<file path="src/rtl/adc_sar_pkg.sv">
// Shared types and defaults for the SAR ADC controller and the analog model wrapper.
`timescale 1ns/1ps
package adc_sar_pkg;
    localparam int ADC_SAR_N             = 12;
    localparam int ADC_SAR_SAMPLE_CYCLES = 4;

    typedef enum logic [1:0] {
        ST_IDLE   = 2'd0,
        ST_SAMPLE = 2'd1,
        ST_CONV   = 2'd2
    } sar_state_t;

    // HI: ms_clk is high and about to fall; LO: comparator result is valid.
    typedef enum logic {
        PH_HI = 1'b0,
        PH_LO = 1'b1
    } sar_phase_t;
endpackage

</file>
<file path="src/rtl/adc_sar_ctrl_if.sv">
// Start/done handshake plus analog-macro signals of the SAR controller.
// ADC_SAR_CTRL_CONTINUOUS_EN adds the 'cont' request line.
`timescale 1ns/1ps
interface adc_sar_ctrl_if #(
    parameter int N = adc_sar_pkg::ADC_SAR_N
);
    logic         start;
    logic         busy;
    logic         done;
    logic [N-1:0] data;
    logic         ms_sample;
    logic         ms_clk;
    logic [N-1:0] ms_dac;
    logic         ms_cmp;
`ifdef ADC_SAR_CTRL_CONTINUOUS_EN
    logic         cont;
`endif

    modport master (
        output start,
        output ms_cmp,
`ifdef ADC_SAR_CTRL_CONTINUOUS_EN
        output cont,
`endif
        input  busy,
        input  done,
        input  data,
        input  ms_sample,
        input  ms_clk,
        input  ms_dac
    );

    modport slave (
        input  start,
        input  ms_cmp,
`ifdef ADC_SAR_CTRL_CONTINUOUS_EN
        input  cont,
`endif
        output busy,
        output done,
        output data,
        output ms_sample,
        output ms_clk,
        output ms_dac
    );
endinterface

</file>
<file path="src/rtl/adc_sar_ctrl.sv">
// Successive-approximation controller for the SAR ADC analog macro.
// Optional back-to-back conversions with ADC_SAR_CTRL_CONTINUOUS_EN.
`timescale 1ns/1ps
module adc_sar_ctrl
    import adc_sar_pkg::*;
#(
    parameter int N             = ADC_SAR_N,
    parameter int SAMPLE_CYCLES = ADC_SAR_SAMPLE_CYCLES
) (
    input logic           clk,
    input logic           rst,
    adc_sar_ctrl_if.slave bus
);
    localparam int CW = (SAMPLE_CYCLES > 1) ? $clog2(SAMPLE_CYCLES) : 1;
    localparam int IW = (N > 1) ? $clog2(N) : 1;
    localparam logic [CW-1:0] CNT_LOAD = CW'(SAMPLE_CYCLES - 1);
    localparam logic [IW-1:0] IDX_MSB  = IW'(N - 1);

    sar_state_t    state_r;
    sar_phase_t    phase_r;
    logic [CW-1:0] cnt_r;
    logic [IW-1:0] idx_r;
    logic [N-1:0]  sar_r;
    logic          busy_r;
    logic          done_r;
    logic [N-1:0]  data_r;
    logic          sample_r;
    logic          ms_clk_r;
    logic [N-1:0]  dac_r;
    logic          cmp_bit_s;
    logic [N-1:0]  sar_next_s;

    function automatic logic [N-1:0] bit_mask(input logic [IW-1:0] idx);
        return {{(N-1){1'b0}}, 1'b1} << idx;
    endfunction

    // Resolve the comparator bit (unknown reads as 0) and fold it into the result.
    always_comb begin
        cmp_bit_s  = 1'b0;
        sar_next_s = sar_r;
        if (bus.ms_cmp === 1'b1) begin
            cmp_bit_s = 1'b1;
        end else begin
            cmp_bit_s = 1'b0;
        end
        if (cmp_bit_s) begin
            sar_next_s = sar_r | bit_mask(idx_r);
        end else begin
            sar_next_s = sar_r;
        end
    end

    // Conversion sequencer: sample window, then two clk cycles per result bit.
    always_ff @(posedge clk or posedge rst) begin
        if (rst) begin
            state_r  <= ST_IDLE;
            phase_r  <= PH_HI;
            cnt_r    <= {CW{1'b0}};
            idx_r    <= IDX_MSB;
            sar_r    <= {N{1'b0}};
            busy_r   <= 1'b0;
            done_r   <= 1'b0;
            data_r   <= {N{1'b0}};
            sample_r <= 1'b0;
            ms_clk_r <= 1'b0;
            dac_r    <= {N{1'b0}};
        end else begin
            done_r <= 1'b0;
            case (state_r)
                ST_IDLE: begin
                    if (bus.start) begin
                        state_r  <= ST_SAMPLE;
                        cnt_r    <= CNT_LOAD;
                        sample_r <= 1'b1;
                        busy_r   <= 1'b1;
                    end
                end
                ST_SAMPLE: begin
                    if (cnt_r == {CW{1'b0}}) begin
                        sample_r <= 1'b0;
                        dac_r    <= {1'b1, {(N-1){1'b0}}};
                        ms_clk_r <= 1'b1;
                        idx_r    <= IDX_MSB;
                        sar_r    <= {N{1'b0}};
                        phase_r  <= PH_HI;
                        state_r  <= ST_CONV;
                    end else begin
                        cnt_r <= cnt_r - CW'(1);
                    end
                end
                ST_CONV: begin
                    case (phase_r)
                        PH_HI: begin
                            ms_clk_r <= 1'b0;
                            phase_r  <= PH_LO;
                        end
                        PH_LO: begin
                            if (idx_r != {IW{1'b0}}) begin
                                sar_r    <= sar_next_s;
                                dac_r    <= sar_next_s | bit_mask(idx_r - IW'(1));
                                ms_clk_r <= 1'b1;
                                idx_r    <= idx_r - IW'(1);
                                phase_r  <= PH_HI;
                            end else begin
                                sar_r   <= sar_next_s;
                                data_r  <= sar_next_s;
                                done_r  <= 1'b1;
                                dac_r   <= {N{1'b0}};
                                phase_r <= PH_HI;
                                idx_r   <= IDX_MSB;
`ifdef ADC_SAR_CTRL_CONTINUOUS_EN
                                if (bus.cont) begin
                                    state_r  <= ST_SAMPLE;
                                    cnt_r    <= CNT_LOAD;
                                    sample_r <= 1'b1;
                                end else begin
                                    state_r <= ST_IDLE;
                                    busy_r  <= 1'b0;
                                end
`else
                                state_r <= ST_IDLE;
                                busy_r  <= 1'b0;
`endif
                            end
                        end
                        default: phase_r <= PH_HI;
                    endcase
                end
                default: begin
                    state_r <= ST_IDLE;
                    busy_r  <= 1'b0;
                end
            endcase
        end
    end

    assign bus.busy      = busy_r;
    assign bus.done      = done_r;
    assign bus.data      = data_r;
    assign bus.ms_sample = sample_r;
    assign bus.ms_clk    = ms_clk_r;
    assign bus.ms_dac    = dac_r;
endmodule

</file>
<file path="src/flat_wrapper.sv">
// flat-port wrapper written by rule: the top's interface ports become plain ports
module adc_sar_ctrl_flat import adc_sar_pkg::*;
#(
    parameter int N             = ADC_SAR_N,
    parameter int SAMPLE_CYCLES = ADC_SAR_SAMPLE_CYCLES
)
  (clk, rst, bus_start, bus_ms_cmp, bus_busy, bus_done, bus_data, bus_ms_sample, bus_ms_clk, bus_ms_dac);
  adc_sar_ctrl_if #(.N(N)) bus_i ();
  input logic clk;
  input logic rst;
  input wire logic [$bits(bus_i.start)-1:0] bus_start;
  input wire logic [$bits(bus_i.ms_cmp)-1:0] bus_ms_cmp;
  output wire logic [$bits(bus_i.busy)-1:0] bus_busy;
  output wire logic [$bits(bus_i.done)-1:0] bus_done;
  output wire logic [$bits(bus_i.data)-1:0] bus_data;
  output wire logic [$bits(bus_i.ms_sample)-1:0] bus_ms_sample;
  output wire logic [$bits(bus_i.ms_clk)-1:0] bus_ms_clk;
  output wire logic [$bits(bus_i.ms_dac)-1:0] bus_ms_dac;
  assign bus_i.start = bus_start;
  assign bus_i.ms_cmp = bus_ms_cmp;
  assign bus_busy = bus_i.busy;
  assign bus_done = bus_i.done;
  assign bus_data = bus_i.data;
  assign bus_ms_sample = bus_i.ms_sample;
  assign bus_ms_clk = bus_i.ms_clk;
  assign bus_ms_dac = bus_i.ms_dac;
  adc_sar_ctrl #(.N(N), .SAMPLE_CYCLES(SAMPLE_CYCLES)) u_core (.clk(clk), .rst(rst), .bus(bus_i));
endmodule
</file>
<file path="config.mk">
export PLATFORM = sky130hd
export DESIGN_NAME = adc_sar_ctrl_flat
export DESIGN_NICKNAME = d
export VERILOG_FILES = /design/src/rtl/adc_sar_pkg.sv /design/src/rtl/adc_sar_ctrl_if.sv /design/src/rtl/adc_sar_ctrl.sv /design/src/flat_wrapper.sv
export SDC_FILE = /design/constraint.sdc
export NUM_CORES = 1
export LEC_CHECK = 0
export CAP_MARGIN = 20
export CORE_MARGIN = 2
export CORE_UTILIZATION = 49
export CTS_CLUSTER_DIAMETER = 150
export DETAILED_ROUTE_END_ITERATION = 16
export GPL_ROUTABILITY_DRIVEN = 0
export GPL_TIMING_DRIVEN = 0
export HOLD_SLACK_MARGIN = 0.03
export PLACE_DENSITY = 0.75
export SLEW_MARGIN = 5
export SYNTH_ARGS = -nofsm -noshare
export SYNTH_HDL_FRONTEND = slang
export SYNTH_SLANG_ARGS = --single-unit
</file>
<file path="constraint.sdc">
create_clock -name clk -period 1.9 [get_ports clk]
set_input_delay 0.57 -clock clk [delete_from_list [all_inputs] [get_ports clk]]
set_output_delay 0.57 -clock clk [all_outputs]
set_load 0.02 [all_outputs]
</file>
After elaboration in Yosys (flattened, before gate mapping)
Cells that the tools add are included.

Muxes and demuxes: 36. Multipliers: 0. Shifts and indexed selects: 2. Add/subtract/negate cells: 2. Bitwise operators: 5. Div/mod/pow operators: 0. Reduce and logical (&&, ||, !) cells: 13. $lt $le $gt $ge: 0. Eq/ne operators: 9.

Operators with widths (number): 2-to-1 mux 12 bit (6); case mux 12 bit (2 select lines) (2); OR 12 bit (2); left shift 1 x 4 -> 12 bit, first input constant (2); AND reduction 3 bit (5); 2-to-1 mux 2 bit (6); 2-to-1 mux 4 bit (3); 2-to-1 mux 1 bit (10); case mux 1 bit (2 select lines) (5); case mux 4 bit (2 select lines) (1); AND reduction 4 bit (2); != test 2 bit, second input constant (3); case mux 2 bit (3 select lines) (1); zero test 2 bit (2); != test 2 x 1 -> 1 bit, second input constant (2); case mux 2 bit (2 select lines) (1); nonzero test 2 bit (2); nonzero test 4 bit (1); subtractor 4 x 1 -> 4 bit, second input constant (1); != test 3 bit, second input constant (1); inverter 1 bit (3); case mux 1 bit (3 select lines) (1); == test 2 x 1 -> 1 bit, second input constant (1); == test 2 bit, second input constant (1); 3 further kinds (3).

Memories: 0. Bits in writable memories: 0. Register bits after elaboration: 49. Output and inout bits: 28. Latch bits: 0. ROM bits: 0. Logic and storage cells: 78. Input bits: 4.

Depth between registers and ports, before layout
Gate-level depths: netlist of the first run.

Depth in word-level cells: 7. Mapped depth: 7. Gate-level depth less buffers: 6.

Least setup slack after synthesis of the first run
No wires, ideal clock.

Path kind: flip-flop to flip-flop. Start point: reg u_core.idx_r[0]. End point: reg u_core.dac_r[4], in the netlist u_core.bus.ms_dac[4]. Path slack: 39 ps. Required time: 1751 ps. Clock period less this slack: 1861 ps. Library setup time: 149 ps. Arrival time: 1712 ps. Stages on the path, launching flop included: 7. Buffers on the path: 0. Path through: dfstp_2 -> inv_1 -> ha_1 -> nor2b_1 -> and3_1 -> a311oi_1 -> o221ai_1.

Cells in the longest elaborated chain, start to end: 7. Elaborated cells on any way between the ends: 10. Classes of those cells: add/sub: 1; shift: 2; mux: 4; bitwise: 2; reduce/logical: 1.

RTL lines: start, declared (line adc_sar_ctrl.sv:22) `logic [IW-1:0] idx_r;`; start signal, assigned (line adc_sar_ctrl.sv:102) `idx_r <= idx_r - IW'(1);`; parallel branches: the longest is 4 deep, another holds subtractor 4 x 1 -> 4 bit; 2-to-1 mux 12 bit (*) (line adc_sar_ctrl.sv:98) `if (idx_r != {IW{1'b0}}) begin`; 2-to-1 mux 12 bit (*) (line adc_sar_ctrl.sv:92) `case (phase_r)`; case mux 12 bit (2 select lines) (*) (line adc_sar_ctrl.sv:69) `case (state_r)`; end signal, assigned (line adc_sar_ctrl.sv:66) `dac_r <= {N{1'b0}};`; end signal, assigned (line adc_sar_ctrl.sv:100) `dac_r <= sar_next_s | bit_mask(idx_r - IW'(1));`; end signal, assigned (line adc_sar_ctrl.sv:108) `dac_r <= {N{1'b0}};`; end, declared (line adc_sar_ctrl.sv:29) `logic [N-1:0] dac_r;`.

Every way passes the cells marked *. The select of a mux whose other input is x is not followed. A chain may end at the register's enable or synchronous reset.

Final worst setup path of the first run
Start point: reg u_core.ms_clk_r, in the netlist u_core.bus.ms_clk. End point: out bus_ms_clk.

RTL lines: start, declared (line adc_sar_ctrl.sv:28) `logic ms_clk_r;`; start signal, assigned (line adc_sar_ctrl.sv:65) `ms_clk_r <= 1'b0;`; start signal, assigned (line adc_sar_ctrl.sv:82) `ms_clk_r <= 1'b1;`; start signal, assigned (line adc_sar_ctrl.sv:94) `ms_clk_r <= 1'b0;`; end, declared (line flat_wrapper.sv:17) `output wire logic [$bits(bus_i.ms_clk)-1:0] bus_ms_clk;`.

No word-level cell between the ends.

==> results of run 1 <==
==> synthesized netlist by cell type, types with 2 or more instances <==
library cell	number
o221ai_1	10
o21ai_0	18
a21oi_1	18
a22o_1	8
nand3_1	2
and3_1	3
nand2b_1	3
clkbuf_1	6
dfstp_2	3
o22ai_1	2
o21ai_1	5
nor2_1	16
nor3_1	5
inv_1	13
mux2_2	3
nor4_1	2
buf_2	5
and4b_1	2
a31oi_1	4
nand2_1	37
a211oi_1	2
a22oi_1	3
ha_1	11
a21o_1	3
dfrtp_1	46
nor2b_1	5
a311oi_1	2
and2_1	2
==> report_power, final <==
| group | leakage, uW | internal, uW | switching [uW] |
|---|---|---|---|
| Clock | 0.0000687 | 530 | 365 |
| Combinational | 0.000743 | 580 | 800 |
| Sequential | 0.000591 | 1170 | 97.4 |
| Total | 0.00140 | 2280 | 1260 |
==> area by class of cell <==
class | instances | area [sq um] | area share
inverters | 13 | 48.8 | 0.0153
repair buffers | 38 | 383 | 0.120
flip-flops and latches | 49 | 1230 | 0.387
well taps | 67 | 83.8 | 0.0264
clock buffers | 5 | 68.8 | 0.0216
clock inverters | 3 | 68.8 | 0.0216
multi-input cells | 181 | 1230 | 0.386
plain buffers | 13 | 70.1 | 0.0220
==> path summary, 6_finish.rpt <==
path,startpoint,to,slack [ns],cells after the start
min,u_core.bus.data[9]$_DFFE_PP0P_,u_core.bus.data[9]$_DFFE_PP0P_,0.48,2
max reg2reg,u_core.state_r[1]$_DFFE_PP0P_,u_core.idx_r[3]$_DFFE_PP1P_,0.06,7
min in group asynchronous,rst,u_core.cnt_r[1]$_DFFE_PP0P_,0.57,2
max in group asynchronous,rst,u_core.sar_r[3]$_DFFE_PP0P_,0.82,3
min reg2reg,u_core.bus.data[9]$_DFFE_PP0P_,u_core.bus.data[9]$_DFFE_PP0P_,0.48,2
max,u_core.bus.ms_clk$_DFFE_PP0P_,bus_ms_clk,0.03,1
==> state kept, by name (all words and copies together) (netlist names) <==
name and count:
u_core.bus.done 1, u_core.phase_r 1, u_core.bus.ms_sample 1, u_core.idx_r 4, u_core.bus.data 12, u_core.bus.ms_dac 12
u_core.sar_r 12, u_core.cnt_r 2, u_core.state_r 2, u_core.bus.ms_clk 1, u_core.bus.busy 1
==> through the flow <==
step / power [uW] / setup TNS [ns] / hold WS [ns] / instance area [sq um] / setup slack (ns)
3_5_place_dp: 2490 / -6.33 / 0.470 / 2910 / -0.362
2_1_floorplan: 2140 / 0 / 0.451 / 2490 / 0.0390
4_1_cts: 3410 / 0 / 0.491 / 3100 / 0.0187
3_3_place_gp: 2450 / -42.55 / 0.461 / 2890 / -0.793
5_1_grt: 3730 / -0.00644 / 0.521 / 3180 / -0.00644
6_report: 3540 / 0 / 0.482 / 3180 / 0.0269
==> cell usage in the layout, fill, tap and decap left out, types with 2 or more instances in the layout <==
cell,count
a211oi_1,2
a21o_1,3
a21oi_1,18
a22o_1,8
a22oi_1,3
a31oi_1,4
and2_1,2
and3_1,3
and4b_1,2
buf_2,4
buf_4,7
bufinv_16,2
clkbuf_1,2
clkbuf_2,4
clkbuf_8,5
clkdlybuf4s50_1,28
dfrtp_1,46
dfstp_2,3
dlymetal6s2s_1,3
ha_1,6
ha_4,4
inv_1,10
inv_2,3
mux2_2,3
nand2_1,37
nand2b_1,3
nor2_1,15
nor2b_1,5
nor3_1,4
nor3_2,2
nor4_1,2
o21ai_0,17
o21ai_1,6
o221ai_1,10
o22ai_1,2
==> kinds of logic after synthesis <==
kind of cell             synth area share
AND/OR/NAND/NOR                     0.168
AO/OA/AOI/OAI                       0.220
flip-flops                          0.494
buffers and inverters              0.0447
adder cells (fa/ha/maj)            0.0552
multiplexers                       0.0176
==> routing by layer <==
metal,share of wire,GRT usage
met1,0.46,0.340
met2,0.47,0.345
met3,0.056,0.0397
met4,0.010,0.0585
met5,0,0
==> what timing repair did <==
action / CTS / global route
endpoints found under the setup margin: 32 / 35
pin swaps: 2 / 0
setup buffers: 3 / 3
gates resized for setup: 9 / 20
cloned: 0 / 0
==> reports/results.txt, run 1 <==
CP Cell Sequence: clkdlybuf4s50_1
slowest stage delay, CP: 0.61 ns
status: completed
fin nets: 316
crit end category: primary output
clock transition at the registers of the reported paths: 0.09 ns
CP arrival: 1.30 ns
diodes inserted: 0
Fin. Hold Viols: 0
hold crit path type: flip-flop to flip-flop
Detailed Place HPWL: 4180 microns
vias in the first global route: 2,019
Post-synth ARST share: 1.00
post-synthesis sequential area ratio: 0.494
Worst EP required: 1.33 ns
Syn Inst Count: 256
DRC: 0
Unique masters post-synth: 45
crit start category: flip-flop
port buffer count: 31
Via density: 5.76
Die ar.: 5670 sq um
DRT Pass-1 Iters: 4
Worst Tran Pin Value: 0.524 ns
height of the die: 75.3 microns
critical path's slowest cell: clkdlybuf4s50_1
Post-Synthesis Cell Area: 2490 sq um
Net Count, Synth: 271
share of the synthesized area in the top cell type: 0.462
overall routing resource usage: 0.227
layout cells sized above 1: 0.162
CTS Sinks: 49
Slew HR: 0.648
post-route insts no fill: 369
Post-synth EDFFs: 0
Final ANT Viol Nets: 0
pwr dens: 1110 nW/um^2
Critical path buffers and inverters: 1
Fill cells: 394
total wire length: 6060 microns
Lkg Pwr: 0.00140 uW
TritonCTS clock tree: done
Tmin final: 1.87 ns
dominant cells by area after synthesis: dfrtp_1 46%, nand2_1 5.6%, ha_1 5.5%
Max Cap Violations: 0
peak supply drop: 469 uV
first-pass GRT wire length: 9600 microns
#FFs+latches synth: 49
Starting Density: 0.517
Slew Viols, Final: 0
DP Cell Count: 355
Crit Path Category: flip-flop to primary output
CTS Root Cell: clkbuf_8
Ports: 32
drt first-iter violations: 181
num rows: 25
largest net degree at the start of global routing: 32
max frequency: 534 MHz
Clock Latency Late Sink: 0.31 ns
GRT overflow: 0
CTS Hold Buffers Added: 0
CTS H-tree lvls: 2
# setup viols final: 0
Core Region: 4820 sq um
DR vias: 2,124
antenna violations before repair: 0
Syn Area/Cell: 9.73 sq um
Wirelength per Cell: 16.4 microns
CTS Buffer Depth: 2
Ys Warns: 0
area leader, netlist: dfrtp_1
top_reg_cell synth: dfrtp_1
CP max FO: 3
Syn-to-layout area delta: 27.7%
CP top delay family: buffers and inverters
Layout Utilization: 0.660
skew final: 0.00931 ns
final worst-path cycle share: 0.986
cts bufs inserted: 5
chip width: 75.3 microns
Power figures use the tool's default switching activity.
==> run 2: changes to the inputs <==
CORE_UTILIZATION = 50   (was 49)
MAX_ROUTING_LAYER = met4   (was default)
PLACE_DENSITY = 0.73   (was 0.75)
clock period = 1.8 ns   (was 1.9 ns; I/O delays follow)
==> run 2 against run 1 <==
Flip-flop and latch count stayed put. Cell area rose by 0.24%. Routed wire length up 2.2%. Worst hold slack hardly changed.
==> reports/results.txt, run 2 (synthesis results as in run 1) <==
status: completed
Critical path buffers and inverters: 2
Crit Path Category: flip-flop to flip-flop
port buffer count: 31
crit end category: flip-flop
CP Cell Sequence: buf_4 > ha_4 > nor2b_1 > or3_4 > buf_6 > a21o_1 > a32oi_2
critical path depth: 7
Ports: 32
Reg2Reg Capture Point: u_core.idx_r[3]$_DFFE_PP1P_
height of the die: 74.6 microns
Clock power frac: 0.191
DRC: 0
fin nets: 320
CTS H-tree lvls: 2
sw frac: 0.388
logic gate share of total power: 0.431
GRT overflow: 0
Worst setup startpoint: u_core.state_r[1]$_DFFE_PP0P_
skew final: 0.0107 ns
P_sw: 1380 uW
worst hold margin: 0.482 ns
Sequential Power Share: 0.378
max frequency: 563 MHz
commonest non-fill, non-tap cell in the layout: dfrtp_1
antenna violations before repair: 0
overall routing resource usage: 0.253
clock transition at the registers of the reported paths: 0.10 ns
Reg2Reg Depth: 7
DP Cell Count: 355
CTS Root Cell: clkbuf_8
critical path's slowest cell: dfrtp_1
first-pass GRT wire length: 10,100 microns
chip width: 74.6 microns
Worst Tran Pin Value: 0.496 ns
Tmin final: 1.78 ns
Via density: 5.68
DR vias: 2,118
TritonCTS clock tree: done
CP max FO: 10
cts bufs inserted: 5
slowest stage delay, CP: 0.38 ns
Critical Path Sink: u_core.idx_r[3]$_DFFE_PP1P_
CP top delay family: simple AND/OR/NAND/NOR gates
largest net degree at the start of global routing: 29
CP arrival: 2.01 ns
vias in the first global route: 2,036
Reg2Reg Setup Slack: 0.02 ns
Slew HR: 0.669
layout cells sized above 1: 0.212
total wire length: 6200 microns
Starting Density: 0.524
crit start category: flip-flop
CTS Buffer Depth: 2
hold crit path type: flip-flop to flip-flop
Syn-to-layout area delta: 28.0%
post-route insts no fill: 373
worst slack, placed: -0.446 ns
pwr dens: 1110 nW/um^2
Worst R2R Start: u_core.state_r[1]$_DFFE_PP0P_
most frequent cells in the layout: 45 x dfrtp_1, 35 x nand2_1, 27 x dlygate4sd2_1
Die ar.: 5560 sq um
min-delay src: u_core.bus.data[10]$_DFFE_PP0P_
total power: 3540 uW
RSZ-0062 raised after global routing: true
diodes inserted: 0
Fin. Hold Viols: 0
peak supply drop: 676 uV
CTS Sinks: 49
final worst-path cycle share: 0.987
Clock Latency Late Sink: 0.32 ns
DRT Pass-1 Iters: 4
Detailed Place HPWL: 4290 microns
Lkg Pwr: 0.00143 uW
Worst Slack Setup Final: 0.0239 ns
# setup viols final: 0
Pint: 2170 uW
Core Region: 4750 sq um
Final ANT Viol Nets: 0
Worst EP required: 2.03 ns
drt first-iter violations: 135
Slew Viols, Final: 0
Max Cap Violations: 0
Wirelength per Cell: 16.6 microns
num rows: 25
==> run 2: cell count changes in the layout (fill, tap and decap cells not counted), sizes merged <==
cell,delta
clkinvlp,+1
dlymetal6s2s,-2
bufinv,-2
clkdlybuf4s50,-25
buf,+3
dlygate4sd2,+27
clkbuf,+1
clkinv,+1
==> run 2: how the worst min path moves through the flow <==
stage | cells after the start | endpoint | slack (ns)
after floorplan | 2 | u_core.sar_r[7]$_DFFE_PP0P_ | 0.45
after global placement | 2 | u_core.bus.data[9]$_DFFE_PP0P_ | 0.46
after detailed placement | 2 | u_core.bus.data[10]$_DFFE_PP0P_ | 0.47
after CTS | 2 | u_core.bus.data[10]$_DFFE_PP0P_ | 0.49
after global routing | 2 | u_core.bus.data[1]$_DFFE_PP0P_ | 0.52
final | 2 | u_core.bus.data[10]$_DFFE_PP0P_ | 0.48
==> run 2: per-layer routing <==
layer  track usage  share of wire  vias to the layer above
met5             -              0                        -
met4         0.101          0.018                        0
met3        0.0488          0.056                        9
met2         0.376           0.46                       59
met1         0.341           0.46                     1024
li1              -              -                     1026
==> run 2: cell type report <==
| type | instances | area (sq um) |
|---|---|---|
| Tap cell | 67 | 83.8 |
| Sequential cell | 49 | 1230 |
| Buffer | 13 | 77.6 |
| Fill cell | 411 | 1570 |
| Multi-Input combinational cell | 181 | 1270 |
| Clock buffer | 5 | 68.8 |
| Inverter | 13 | 53.8 |
| Clock inverter | 3 | 25.0 |
| Timing Repair Buffer | 42 | 374 |
==> run 2: worst reg2reg max path, cell delays in order (launching register included) <==
cell	delay [ns]
dfrtp_1	0.38
buf_4	0.15
ha_4	0.18
nor2b_1	0.16
or3_4	0.35
buf_6	0.15
a21o_1	0.16
a32oi_2	0.17
==> run 2: through the flow <==
stage | setup TNS (ns) | cell area, sq um | util
after floorplan | 0 | 2500 | -
after global placement | -49.11 | 2890 | 0.608
after detailed placement | -10.03 | 2910 | 0.612
after CTS | 0 | 3100 | 0.652
after global routing | -0.0925 | 3190 | 0.671
final | 0 | 3190 | 0.671
==> run 2: what timing repair did <==
action                                  4_1_cts  5_1_grt
gates resized for setup                      48       23
hold buffers                                  0        0
endpoints found under the setup margin       68       30
pin swaps                                     3        5
setup buffers                                 6        4
==> run 2: power by group through the flow <==
stage                     Combinational, uW  Clock (uW)  Sequential [uW]
after floorplan                         854           0             1410
after global placement                 1220           0             1360
after detailed placement               1270           0             1360
after CTS                              1420         686             1320
after global routing                   1670         735             1350
final                                  1530         676             1340
